<file path="config.mk">
export PLATFORM = sky130hd
export DESIGN_NAME = disp_clk_gen_flat
export DESIGN_NICKNAME = d
export VERILOG_FILES = /design/src/rtl/disp_clk_if.sv /design/src/rtl/disp_clk_gen.sv /design/src/flat_wrapper.sv
export SDC_FILE = /design/constraint.sdc
export NUM_CORES = 1
export LEC_CHECK = 0
export BUFFER_PORTS_ARGS = -buffer_cell sky130_fd_sc_hd__buf_4
export CAP_MARGIN = 15
export CORE_MARGIN = 1.5
export CORE_UTILIZATION = 43
export DETAILED_ROUTE_END_ITERATION = 10
export GPL_ROUTABILITY_DRIVEN = 0
export PLACE_DENSITY = 0.69
export SLEW_MARGIN = 20
export SYNTH_ARGS = -nofsm -noshare
export SYNTH_HDL_FRONTEND = slang
export SYNTH_SLANG_ARGS = --single-unit
</file>
<file path="constraint.sdc">
create_clock -name clk -period 6.2 [get_ports clk]
set_input_delay 0.62 -clock clk [delete_from_list [all_inputs] [get_ports clk]]
set_output_delay 0.62 -clock clk [all_outputs]
set_load 0.02 [all_outputs]
</file>
<file path="src/rtl/disp_clk_if.sv">
// disp_clk_if: control and output bundle of the display scan-clock generator.
// Carries the extra hi_in_i duty input when DISP_CLK_DUTY_EN is defined.
interface disp_clk_if #(parameter int CNT_W = 32);
  logic             en_i;
  logic             load_i;
  logic [CNT_W-1:0] half_in_i;
`ifdef DISP_CLK_DUTY_EN
  logic [CNT_W-1:0] hi_in_i;
`endif
  logic             show_clk_o;
  logic             tick_o;
  logic [CNT_W-1:0] half_q_o;
  modport master (
    output en_i, load_i, half_in_i,
`ifdef DISP_CLK_DUTY_EN
    output hi_in_i,
`endif
    input  show_clk_o, tick_o, half_q_o
  );
  modport slave (
    input  en_i, load_i, half_in_i,
`ifdef DISP_CLK_DUTY_EN
    input  hi_in_i,
`endif
    output show_clk_o, tick_o, half_q_o
  );
endinterface

</file>
<file path="src/rtl/disp_clk_gen.sv">
// disp_clk_gen: reloadable display scan clock with rising-edge tick and enable/pause.
// DISP_CLK_DUTY_EN adds a programmable high time (hi_in_i); undefined gives 50% duty.
module disp_clk_gen #(
  parameter int CNT_W    = 32,
  parameter int DEF_HALF = 15000
) (
  input logic       clk,
  input logic       rst,
  disp_clk_if.slave bus
);
  localparam logic [CNT_W-1:0] DEF_H = CNT_W'((DEF_HALF < 1) ? 1 : DEF_HALF);
  localparam logic [CNT_W:0]   ONE   = (CNT_W+1)'(1);
  logic [CNT_W:0]   cnt_q, cnt_d, cnt_nx, period, thr;
  logic [CNT_W-1:0] half_q, half_d, half_ld;
  logic             show_q, show_d, tick_q, tick_d, tick_ok;
  assign period  = {half_q, 1'b0};
  assign cnt_nx  = (cnt_q == period - ONE) ? '0 : cnt_q + ONE;
  assign half_ld = (bus.half_in_i == '0) ? CNT_W'(1) : bus.half_in_i;
`ifdef DISP_CLK_DUTY_EN
  logic [CNT_W-1:0] hi_q, hi_d;
  logic [CNT_W:0]   hi_max;
  // clamp only truncates when hi_max < hi_in_i, so it always fits CNT_W bits
  assign hi_max  = {half_ld, 1'b0};
  assign hi_d    = ({1'b0, bus.hi_in_i} > hi_max) ? hi_max[CNT_W-1:0] : bus.hi_in_i;
  assign thr     = period - {1'b0, hi_q};
  assign tick_ok = hi_q != '0;
  always_ff @(posedge clk)
    hi_q <= rst ? DEF_H : bus.load_i ? hi_d : hi_q;
`else
  assign thr     = {1'b0, half_q};
  assign tick_ok = 1'b1;
`endif
  always_comb begin
    cnt_d  = cnt_q;
    half_d = half_q;
    show_d = show_q;
    tick_d = 1'b0;
    if (bus.load_i) begin
      cnt_d  = '0;
      half_d = half_ld;
      show_d = 1'b0;
    end else if (bus.en_i) begin
      cnt_d  = cnt_nx;
      show_d = cnt_nx >= thr;
      tick_d = (cnt_nx == thr) && tick_ok;
    end
  end
  always_ff @(posedge clk) begin
    if (rst) begin
      cnt_q  <= '0;
      half_q <= DEF_H;
      show_q <= 1'b0;
      tick_q <= 1'b0;
    end else begin
      cnt_q  <= cnt_d;
      half_q <= half_d;
      show_q <= show_d;
      tick_q <= tick_d;
    end
  end
  assign bus.show_clk_o = show_q;
  assign bus.tick_o     = tick_q;
  assign bus.half_q_o   = half_q;
endmodule
</file>
<file path="src/flat_wrapper.sv">
// flat-port wrapper written by rule: the top's interface ports become plain ports
module disp_clk_gen_flat 
#(
  parameter int CNT_W    = 32,
  parameter int DEF_HALF = 15000
)
  (clk, rst, bus_en_i, bus_load_i, bus_half_in_i, bus_show_clk_o, bus_tick_o, bus_half_q_o);
  disp_clk_if #(.CNT_W(CNT_W)) bus_i ();
  input logic clk;
  input logic rst;
  input wire logic [$bits(bus_i.en_i)-1:0] bus_en_i;
  input wire logic [$bits(bus_i.load_i)-1:0] bus_load_i;
  input wire logic [$bits(bus_i.half_in_i)-1:0] bus_half_in_i;
  output wire logic [$bits(bus_i.show_clk_o)-1:0] bus_show_clk_o;
  output wire logic [$bits(bus_i.tick_o)-1:0] bus_tick_o;
  output wire logic [$bits(bus_i.half_q_o)-1:0] bus_half_q_o;
  assign bus_i.en_i = bus_en_i;
  assign bus_i.load_i = bus_load_i;
  assign bus_i.half_in_i = bus_half_in_i;
  assign bus_show_clk_o = bus_i.show_clk_o;
  assign bus_tick_o = bus_i.tick_o;
  assign bus_half_q_o = bus_i.half_q_o;
  disp_clk_gen #(.CNT_W(CNT_W), .DEF_HALF(DEF_HALF)) u_core (.clk(clk), .rst(rst), .bus(bus_i));
endmodule
</file>
After elaboration in Yosys (flattened, before gate mapping)
Cells that the tools add are included.

Register bits after elaboration: 67. Latch bits: 0. RAM bits: 0. Memory bits (read-only): 0. Memories: 0.

Add/subtract/negate cells: 2. $mul: 0. Divide/modulo/power cells: 0. Magnitude comparators: 1. Equal/unequal tests: 2. Shifts and indexed selects: 0. Multiplexer cells: 2. Bitwise operators: 1. Reductions and logical operators: 3.

Operator list (count): $add 33x1->33 const B (1); $eq 33x32->1 (1); $eq 33x33->1 (1); $ge 33x32->1 (1); $mux 33 (1); $sub 33x1->33 const B (1); $logic_not 32->1 (1); $mux 32 (1); $reduce_or 3->1 (1); $reduce_or 2->1 (1); $not 1->1 (1).

Longest topological paths before layout
Gate-level depths: netlist of the first run.

Depth after elaboration: 4. Depth in mapped cells: 22. Mapped depth without buffers: 19.

Worst setup path before layout of the first run
OpenSTA, ideal clock, no wires.

Path type: register to register. Start: register u_core.half_q[0], in the netlist u_core.bus.half_q_o[0]. End: register u_core.show_q, in the netlist u_core.bus.show_clk_o. Arrival time: 4.062 ns. Required time: 6.084 ns. Setup slack: 2.022 ns. Cell stages (with the launch flop): 22. Buffers on the path: 3. Clock period less this slack: 4.178 ns. Cells stage by stage: dfxtp_1 inv_1 ha_1 clkbuf_1 nor2b_1 nand4_1 or4b_1 a31oi_1 nor2_1 nor4b_1 and3_1 buf_2 buf_2 nor2_1 ha_1 a21o_1 a21o_1 a211oi_1 a21oi_1 o221ai_1 a41oi_1 a31o_2.

Word-level cells in the longest chain between the ends: 4.

Ends and longest elaborated chain: start, declared (line disp_clk_gen.sv:14) `logic [CNT_W-1:0] half_q, half_d, half_ld;`; start signal, assigned (line disp_clk_gen.sv:56) `half_q <= half_d;`; $sub 33x1->33 (line disp_clk_gen.sv:17) `assign cnt_nx = (cnt_q == period - ONE) ? '0 : cnt_q + ONE;`; $eq 33x33->1 (line disp_clk_gen.sv:17); $mux 33 (line disp_clk_gen.sv:17); net u_core.cnt_nx[14] (line disp_clk_gen.sv:13) `logic [CNT_W:0] cnt_q, cnt_d, cnt_nx, period, thr;`; $ge 33x32->1 (line disp_clk_gen.sv:44) `show_d = cnt_nx >= thr;`; end signal, assigned (line disp_clk_gen.sv:57) `show_q <= show_d;`; end, declared (line disp_clk_gen.sv:15) `logic show_q, show_d, tick_q, tick_d, tick_ok;`.

The timed path passes the listed nets, and every way through them passes these cells. A chain may end at the register's enable or synchronous reset.

Worst setup path after layout of the first run
Start: register u_core.half_q[9], in the netlist u_core.bus.half_q_o[9]. End: register u_core.show_q, in the netlist u_core.bus.show_clk_o.

Same word-level chain as after synthesis.

==> impl_metrics.py, run 1 <==
metrics = {
    "critical_path": {
        "crit_path_max_incr_delay_ns": 0.65,
        "worstPathMaxFanout": 17,
        "cpMostUsedCell": "nor2_1",
        "critPathCaptureType": "flip-flop",
        "crit_chain": "or4_1 -> nor2_2 -> nor2_1 -> a2111oi_2 -> nand4b_1 -> nor4b_1 -> and3_1 -> buf_4 -> nor2_1 -> ha_1 -> a21o_1 -> a211oi_1 -> o21ai_0 -> o211ai_1 -> nand3_1 -> o221ai_1 -> a41oi_1 -> a31o_2",
        "r2r_slack_ns": 1.37,
        "crit_path_start_kind": "flip-flop",
        "r2r-start": "u_core.bus.half_q_o[9]",
        "required_ns": 6.43,
        "critPathArrivalTime_ns": 5.07,
        "crit_type": "flip-flop to flip-flop",
        "slowest_stage": "or4_1",
        "reg2reg_to": "u_core.bus.show_clk_o",
        "r2r_cells": 18,
    },
    "timing": {
        "max-slew-margin-rel_pct": 31.6,
        "setup_viol": 0,
        "slew_viol_final": 0,
        "hold_viol": 0,
        "grt_setup_unrepaired": "no",
        "period_needed_ns": 4.83,
        "timing.final.crit_share_pct": 78.0,
        "fin_setup_tns_ns": 0,
        "setup_ws_ns": 1.37,
        "timing.fmax_mhz": 207,
        "fin_skew_ns": 0.00763,
        "worstMarginPinSlew_ns": 1.03,
    },
    "placement": {
        "dp_slack_ns": 1.44,
        "place_area_mm2": 0.00630,
        "portBuffers": 69,
        "post-dp-hpwl_mm": 13.0,
    },
    "finish": {
        "final_common_cell": "nor2_1",
        "final_util_pct": 50.1,
        "drive_gt1_share_pct": 16.3,
        "area_growth_pct": 14.3,
        "finalNetCount": 856,
        "fin_area_mm2": 0.00661,
        "final_cell_mix": "80 x nor2_1, 73 x buf_4, 72 x o21ai_0",
        "antenna_cells": 0,
    },
    "logic_synthesis": {
        "synth_xor_area_share_pct": 9.55,
        "synthSimpleGateAreaFrac_pct": 35.5,
        "syn-cell-area_mm2": 0.00578,
        "synthAdderAreaFrac_pct": 7.36,
        "ys_async_sr_fraction_pct": 0,
        "synth_compound_area_share_pct": 15.6,
        "syn_avg_cell_area_um2": 7.66,
        "synth_edf_count": 0,
        "synth_cell_type_count": 61,
        "synth-main-ff-cell": "dfxtp_1",
        "synth_top_family_by_area": "simple AND/OR/NAND/NOR gates",
        "synth.area.top_cells": "dfxtp_1 23%, ha_1 7.4%, xnor2_1 6.4%, o21ai_0 6.2%, nor2_1 5.2%",
        "yosys.area.top_type": "dfxtp_1",
        "synth_top_area_share_pct": 23.2,
        "syn-num-nets": 824,
        "synthMuxAreaShare_pct": 1.91,
        "ys_ff_latch": 67,
        "netlist_instances": 754,
        "yosysSeqAreaShare_pct": 23.2,
        "yosys_warnings": 0,
    },
    "power_and_ir_drop": {
        "p_sw_uw": 345,
        "pwr-share-seq_pct": 40.1,
        "clkPwrFrac_pct": 43.6,
        "power_density_mw_per_mm2": 179,
        "vdd_ir_drop_max_mv": 0.140,
        "leakagePower_nw": 2.57,
        "power.internal_uw": 834,
        "switching_share_pct": 29.3,
        "power_frac_comb_pct": 16.3,
    },
    "detailed_routing": {
        "wl_per_cell_um": 17.3,
        "vias": 5619,
        "wl_mm": 16.8,
        "vias_per_cell": 5.81,
        "firstDrtPassIters": 7,
        "postRouteAntennaNets": 0,
        "drc": 0,
        "first_iter_violations": 672,
    },
    "floorplan": {
        "core_area_mm2": 0.0132,
        "initial_core_util_pct": 43.8,
        "ios": 70,
        "die_h_um": 119,
        "fp-row-count": 42,
        "die_w_um": 119,
        "dieArea_mm2": 0.0141,
    },
    "clock_network": {
        "cts_tree": "built",
        "cts_hold_buffers": 0,
        "ctsHtreeMaxLevel": 3,
        "path_clk_slew_ns": 0.06,
        "insertion_delay_ns": 0.34,
        "numCtsBuffers": 9,
        "clockBufferDepth": 2,
        "clock-sinks": 67,
        "cts_setup_buffers": 0,
        "cts-resized-gates": 0,
        "root_buffer": "clkbuf_16",
    },
    "status": {
        "status": "finished, final reports clean",
    },
    "grt": {
        "overflow": 0,
        "grt_pass1_wl_mm": 26.9,
        "grt_util_all_layers_pct": 23.8,
        "grt_max_degree": 67,
        "grt_pass1_vias": 5031,
        "antenna_found_initial": 0,
    },
    "worst_hold_path": {
        "hold_path_depth": 3,
        "holdPathEnd": "u_core.bus.half_q_o[22]",
        "hold_start": "bus_half_in_i[22]",
        "hp-class": "input port to flip-flop",
    },
    "flow_run": {
        "drv_cap": 0,
    },
}
[cell usage after synthesis, drive strengths merged, types with 4 or more instances]
cell type,instances
and2,4
a2111oi,6
inv,41
nand3,38
nor2,81
a41oi,4
a31oi,8
xnor2,42
a21o,8
nor4b,5
a21oi,14
ha,34
o21ai,72
clkbuf,39
buf,13
xor2,21
o211ai,10
mux2i,11
nor4,40
nor3,30
and3,21
nand4,25
dfxtp,67
and4,8
nor2b,8
nand2,64
or4,6
[power by group through the flow]
stage                     Sequential [mW]  Combinational, mW  Clock (mW)
final                               0.473              0.192       0.515
after global routing                0.475              0.209       0.541
after CTS                           0.472              0.190       0.515
after detailed placement            0.481              0.189           0
after global placement              0.481              0.189           0
after floorplan                     0.489              0.105           0
[registers in the layout, summed over array words and instances (netlist names)]
signal and count:
u_core.bus.show_clk_o 1, u_core.bus.half_q_o 32, u_core.cnt_q 33, u_core.bus.tick_o 1
[logic make-up after synthesis]
kind of cell,count (synthesis)
xor gates and xnor gates,63
adders and majority gates,34
AOI/OAI and AO/OA,138
DFF,67
buffers and inverters,93
muxes,11
and+or+nand+nor,348
[worst max-delay path by stage]
| stage | from | endpoint |
|---|---|---|
| finish | u_core.bus.half_q_o[9] | u_core.bus.show_clk_o |
| global route | u_core.bus.half_q_o[0] | u_core.bus.show_clk_o |
| CTS | u_core.bus.half_q_o[0] | u_core.bus.show_clk_o |
| floorplan | u_core.bus.half_q_o[0] | u_core.bus.show_clk_o |
| global placement | u_core.bus.half_q_o[0] | u_core.bus.show_clk_o |
| detailed placement | u_core.bus.half_q_o[0] | u_core.bus.show_clk_o |
[stage by stage]
stage	hold WS, ns	instances	power, mW
6_report	0.480	967	1.18
5_1_grt	0.492	967	1.23
4_1_cts	0.483	967	1.18
3_5_place_dp	0.571	951	0.670
3_3_place_gp	0.559	951	0.670
2_1_floorplan	0.543	754	0.594
[cell type report]
class                           instances  area (um^2)
Fill cell                            1312         6590
Multi-Input combinational cell        594         4040
Sequential cell                        67         1340
Timing Repair Buffer                   73          548
Clock buffer                           13          280
Tap cell                              176          220
Inverter                               41          154
Clock inverter                          3         20.0
[routing by layer]
metal / wire, um / vias up / GRT usage [%]
met2: 7150 / 203 / 35.1
met5: 0 / - / 0
met3: 1170 / 30 / 3.11
met4: 469 / 0 / 9.49
met1: 7970 / 2597 / 34.9
li1: - / 2789 / -
[worst max-delay path, delay by kind of cell, from the launching register on]
kind / cells / cell delay (ns)
flops: 1 / 0.41
simple gates: 8 / 2.20
compound gates: 8 / 1.51
buf+inv: 1 / 0.30
fa+ha+maj: 1 / 0.29
(Power assumes the default switching activity.)
==> run 2, diff against run 1 <==
--- a/config.mk
+++ b/config.mk
@@ -11,7 +11,7 @@
 export CORE_UTILIZATION = 43
 export DETAILED_ROUTE_END_ITERATION = 10
 export GPL_ROUTABILITY_DRIVEN = 0
-export PLACE_DENSITY = 0.69
+export PLACE_DENSITY = 0.71
 export SLEW_MARGIN = 20
 export SYNTH_ARGS = -nofsm -noshare
 export SYNTH_HDL_FRONTEND = slang
==> constraint.sdc (replaced) <==
create_clock -name clk -period 4.1 [get_ports clk]
set_input_delay 0.41 -clock clk [delete_from_list [all_inputs] [get_ports clk]]
set_output_delay 0.41 -clock clk [all_outputs]
set_load 0.02 [all_outputs]
==> run 2 against run 1 <==
Compared with the run above: the flow now finishes with violations (negative setup slack); maximum frequency rose by 16%; die area is the same; largest cell class unchanged; non-clock buffer count is 98 higher; hold slack got worse by 0.20 ns; critical path type unchanged; clock skew shrank 0.0017 ns; final cell count increased by 10%; flip-flop and latch count unchanged; final area up 14%.
==> impl_metrics.py, run 2 (synthesis results as in run 1) <==
metrics = {
    "grt": {
        "grt_util_all_layers_pct": 26.1,
        "overflow": 0,
        "grt_max_degree": 67,
        "grt_pass1_wl_mm": 29.1,
        "antenna_found_initial": 0,
        "grt_pass1_vias": 5721,
    },
    "clock_network": {
        "root_buffer": "clkbuf_16",
        "cts_tree": "built",
        "numCtsBuffers": 9,
        "insertion_delay_ns": 0.34,
        "ctsHtreeMaxLevel": 3,
        "clockBufferDepth": 2,
        "path_clk_slew_ns": 0.06,
        "clock-sinks": 67,
    },
    "critical_path": {
        "required_ns": 4.33,
        "r2r_cells": 20,
        "crit_path_max_incr_delay_ns": 0.52,
        "crit_type": "flip-flop to flip-flop",
        "critPathArrivalTime_ns": 4.41,
        "startpoint": "u_core.bus.half_q_o[3]",
        "critPathCaptureType": "flip-flop",
        "reg2reg_to": "u_core.bus.show_clk_o",
        "crit_path_start_kind": "flip-flop",
        "crit_chain": "buf_12 -> nor4_4 -> buf_4 -> nand4_1 -> or4b_4 -> a31oi_4 -> nor2_2 -> nor4b_2 -> and3_4 -> buf_12 -> nor2b_1 -> ha_1 -> nor2b_1 -> o21bai_1 -> a31oi_1 -> o31ai_1 -> a21oi_1 -> o221ai_1 -> a41oi_1 -> a31o_2",
        "critPathTopFamily": "simple AND/OR/NAND/NOR gates",
        "worstPathMaxFanout": 8,
        "slowest_stage": "or4b_4",
        "r2r_slack_ns": -0.08,
        "r2r-start": "u_core.bus.half_q_o[3]",
        "path_buf_inv": 3,
    },
    "detailed_routing": {
        "wl_per_cell_um": 17.5,
        "firstDrtPassIters": 5,
        "first_iter_violations": 650,
        "postRouteAntennaNets": 0,
        "wl_mm": 18.6,
        "drc": 0,
        "vias_per_cell": 5.80,
        "vias": 6173,
    },
    "finish": {
        "largest_register_ffs": 33,
        "final_cell_mix": "166 x buf_4, 75 x nor2_1, 70 x o21ai_0",
        "area_growth_pct": 30.5,
        "largest_register": "u_core.cnt_q",
        "final_util_pct": 57.1,
        "antenna_cells": 0,
        "drive_gt1_share_pct": 28.4,
        "final_common_cell": "buf_4",
        "finalNetCount": 954,
        "num-fill-cells": 1184,
    },
    "worst_hold_path": {
        "hold_path_depth": 3,
        "hold_start": "bus_half_in_i[23]",
        "holdPathEnd": "u_core.bus.half_q_o[23]",
        "hp-class": "input port to flip-flop",
    },
    "flow_run": {
        "drv_cap": 0,
    },
    "floorplan": {
        "die_w_um": 119,
        "die_h_um": 119,
        "dieArea_mm2": 0.0141,
        "fp-row-count": 42,
        "initial_core_util_pct": 43.8,
        "ios": 70,
        "core_area_mm2": 0.0132,
    },
    "placement": {
        "post-dp-hpwl_mm": 14.2,
        "dp_slack_ns": -0.0847,
        "portBuffers": 69,
    },
    "timing": {
        "fin_skew_ns": 0.00590,
        "timing.final.crit_share_pct": 102,
        "max-slew-margin-rel_pct": 32.9,
        "worstMarginPinSlew_ns": 1.01,
        "grt_setup_unrepaired": "yes",
        "period_needed_ns": 4.18,
        "slew_viol_final": 0,
        "setup_viol": 1,
        "timing.fmax_mhz": 239,
        "setup_ws_ns": -0.0839,
        "hold_viol": 0,
        "hold_ws_ns": 0.276,
    },
    "power_and_ir_drop": {
        "power_density_mw_per_mm2": 248,
        "leakagePower_nw": 3.09,
        "vdd_ir_drop_max_mv": 0.192,
    },
    "status": {
        "status": "complete, but fails checks",
        "violations": "negative setup slack",
    },
}
==> run 2: changes by cell type in the layout (fill, tap and decap cells not counted), sizes merged <==
cell | before | now
buf | 73 | 171
bufinv | 0 | 1
clkinvlp | 2 | 0
==> run 2: timing repair <==
item,4_1_cts,5_1_grt
gates cloned,1,0
setup endpoints to repair,2,2
setup buffers,8,0
hold buffers,0,0
endpoints found under the hold margin,0,0
pin swaps,22,5
resized for setup,26,9
==> run 2: how the worst max path moves through the flow <==
stage | to | slack (ns) | depth (start not counted)
after global placement | u_core.bus.show_clk_o | -0.04 | 19
after floorplan | u_core.bus.show_clk_o | 0.004 | 18
after global routing | u_core.bus.show_clk_o | -0.30 | 19
final | u_core.bus.show_clk_o | -0.08 | 20
after CTS | u_core.bus.show_clk_o | -0.04 | 19
after detailed placement | u_core.bus.show_clk_o | -0.08 | 19
==> run 2: where the power goes <==
| part | switching, mW | internal, mW | leakage (nW) | total [mW] |
|---|---|---|---|---|
| combinational | 0.218 | 0.169 | 2.40 | 0.387 |
| clock | 0.289 | 0.500 | 0.146 | 0.789 |
| sequential | 0.0243 | 0.673 | 0.547 | 0.697 |
| total | 0.531 | 1.34 | 3.09 | 1.87 |
==> run 2: metal layers <==
layer	wire length, um	global-route usage [%]
met5	0	0
met4	486	9.71
met3	1480	4.12
met2	8360	41.7
met1	8320	35.6
==> run 2: layout make-up <==
class | count | area, um^2 | share of cell area (%)
multi-input combinational | 594 | 4170 | 55.3
tap | 176 | 220 | 2.92
inverter | 41 | 154 | 2.04
clock buffer | 13 | 260 | 3.45
sequential | 67 | 1360 | 18.0
timing repair buffer | 171 | 1350 | 17.8
clock inverter | 2 | 35.0 | 0.465
==> run 2: worst min-delay path, stage by stage <==
cell     delay (ns)
buf_4          0.08
nand2_1        0.03
o21ai_0        0.05
==> run 2: stage by stage <==
step | power (mW) | instance area (um^2) | std cells | TNS (ns)
floorplan | 0.900 | 5790 | 754 | 0
global placement | 1.07 | 7020 | 1040 | -0.0784
detailed placement | 1.07 | 7020 | 1040 | -0.122
CTS | 1.87 | 7490 | 1064 | -0.0403
global route | 1.94 | 7540 | 1064 | -0.490
finish | 1.87 | 7540 | 1064 | -0.0839
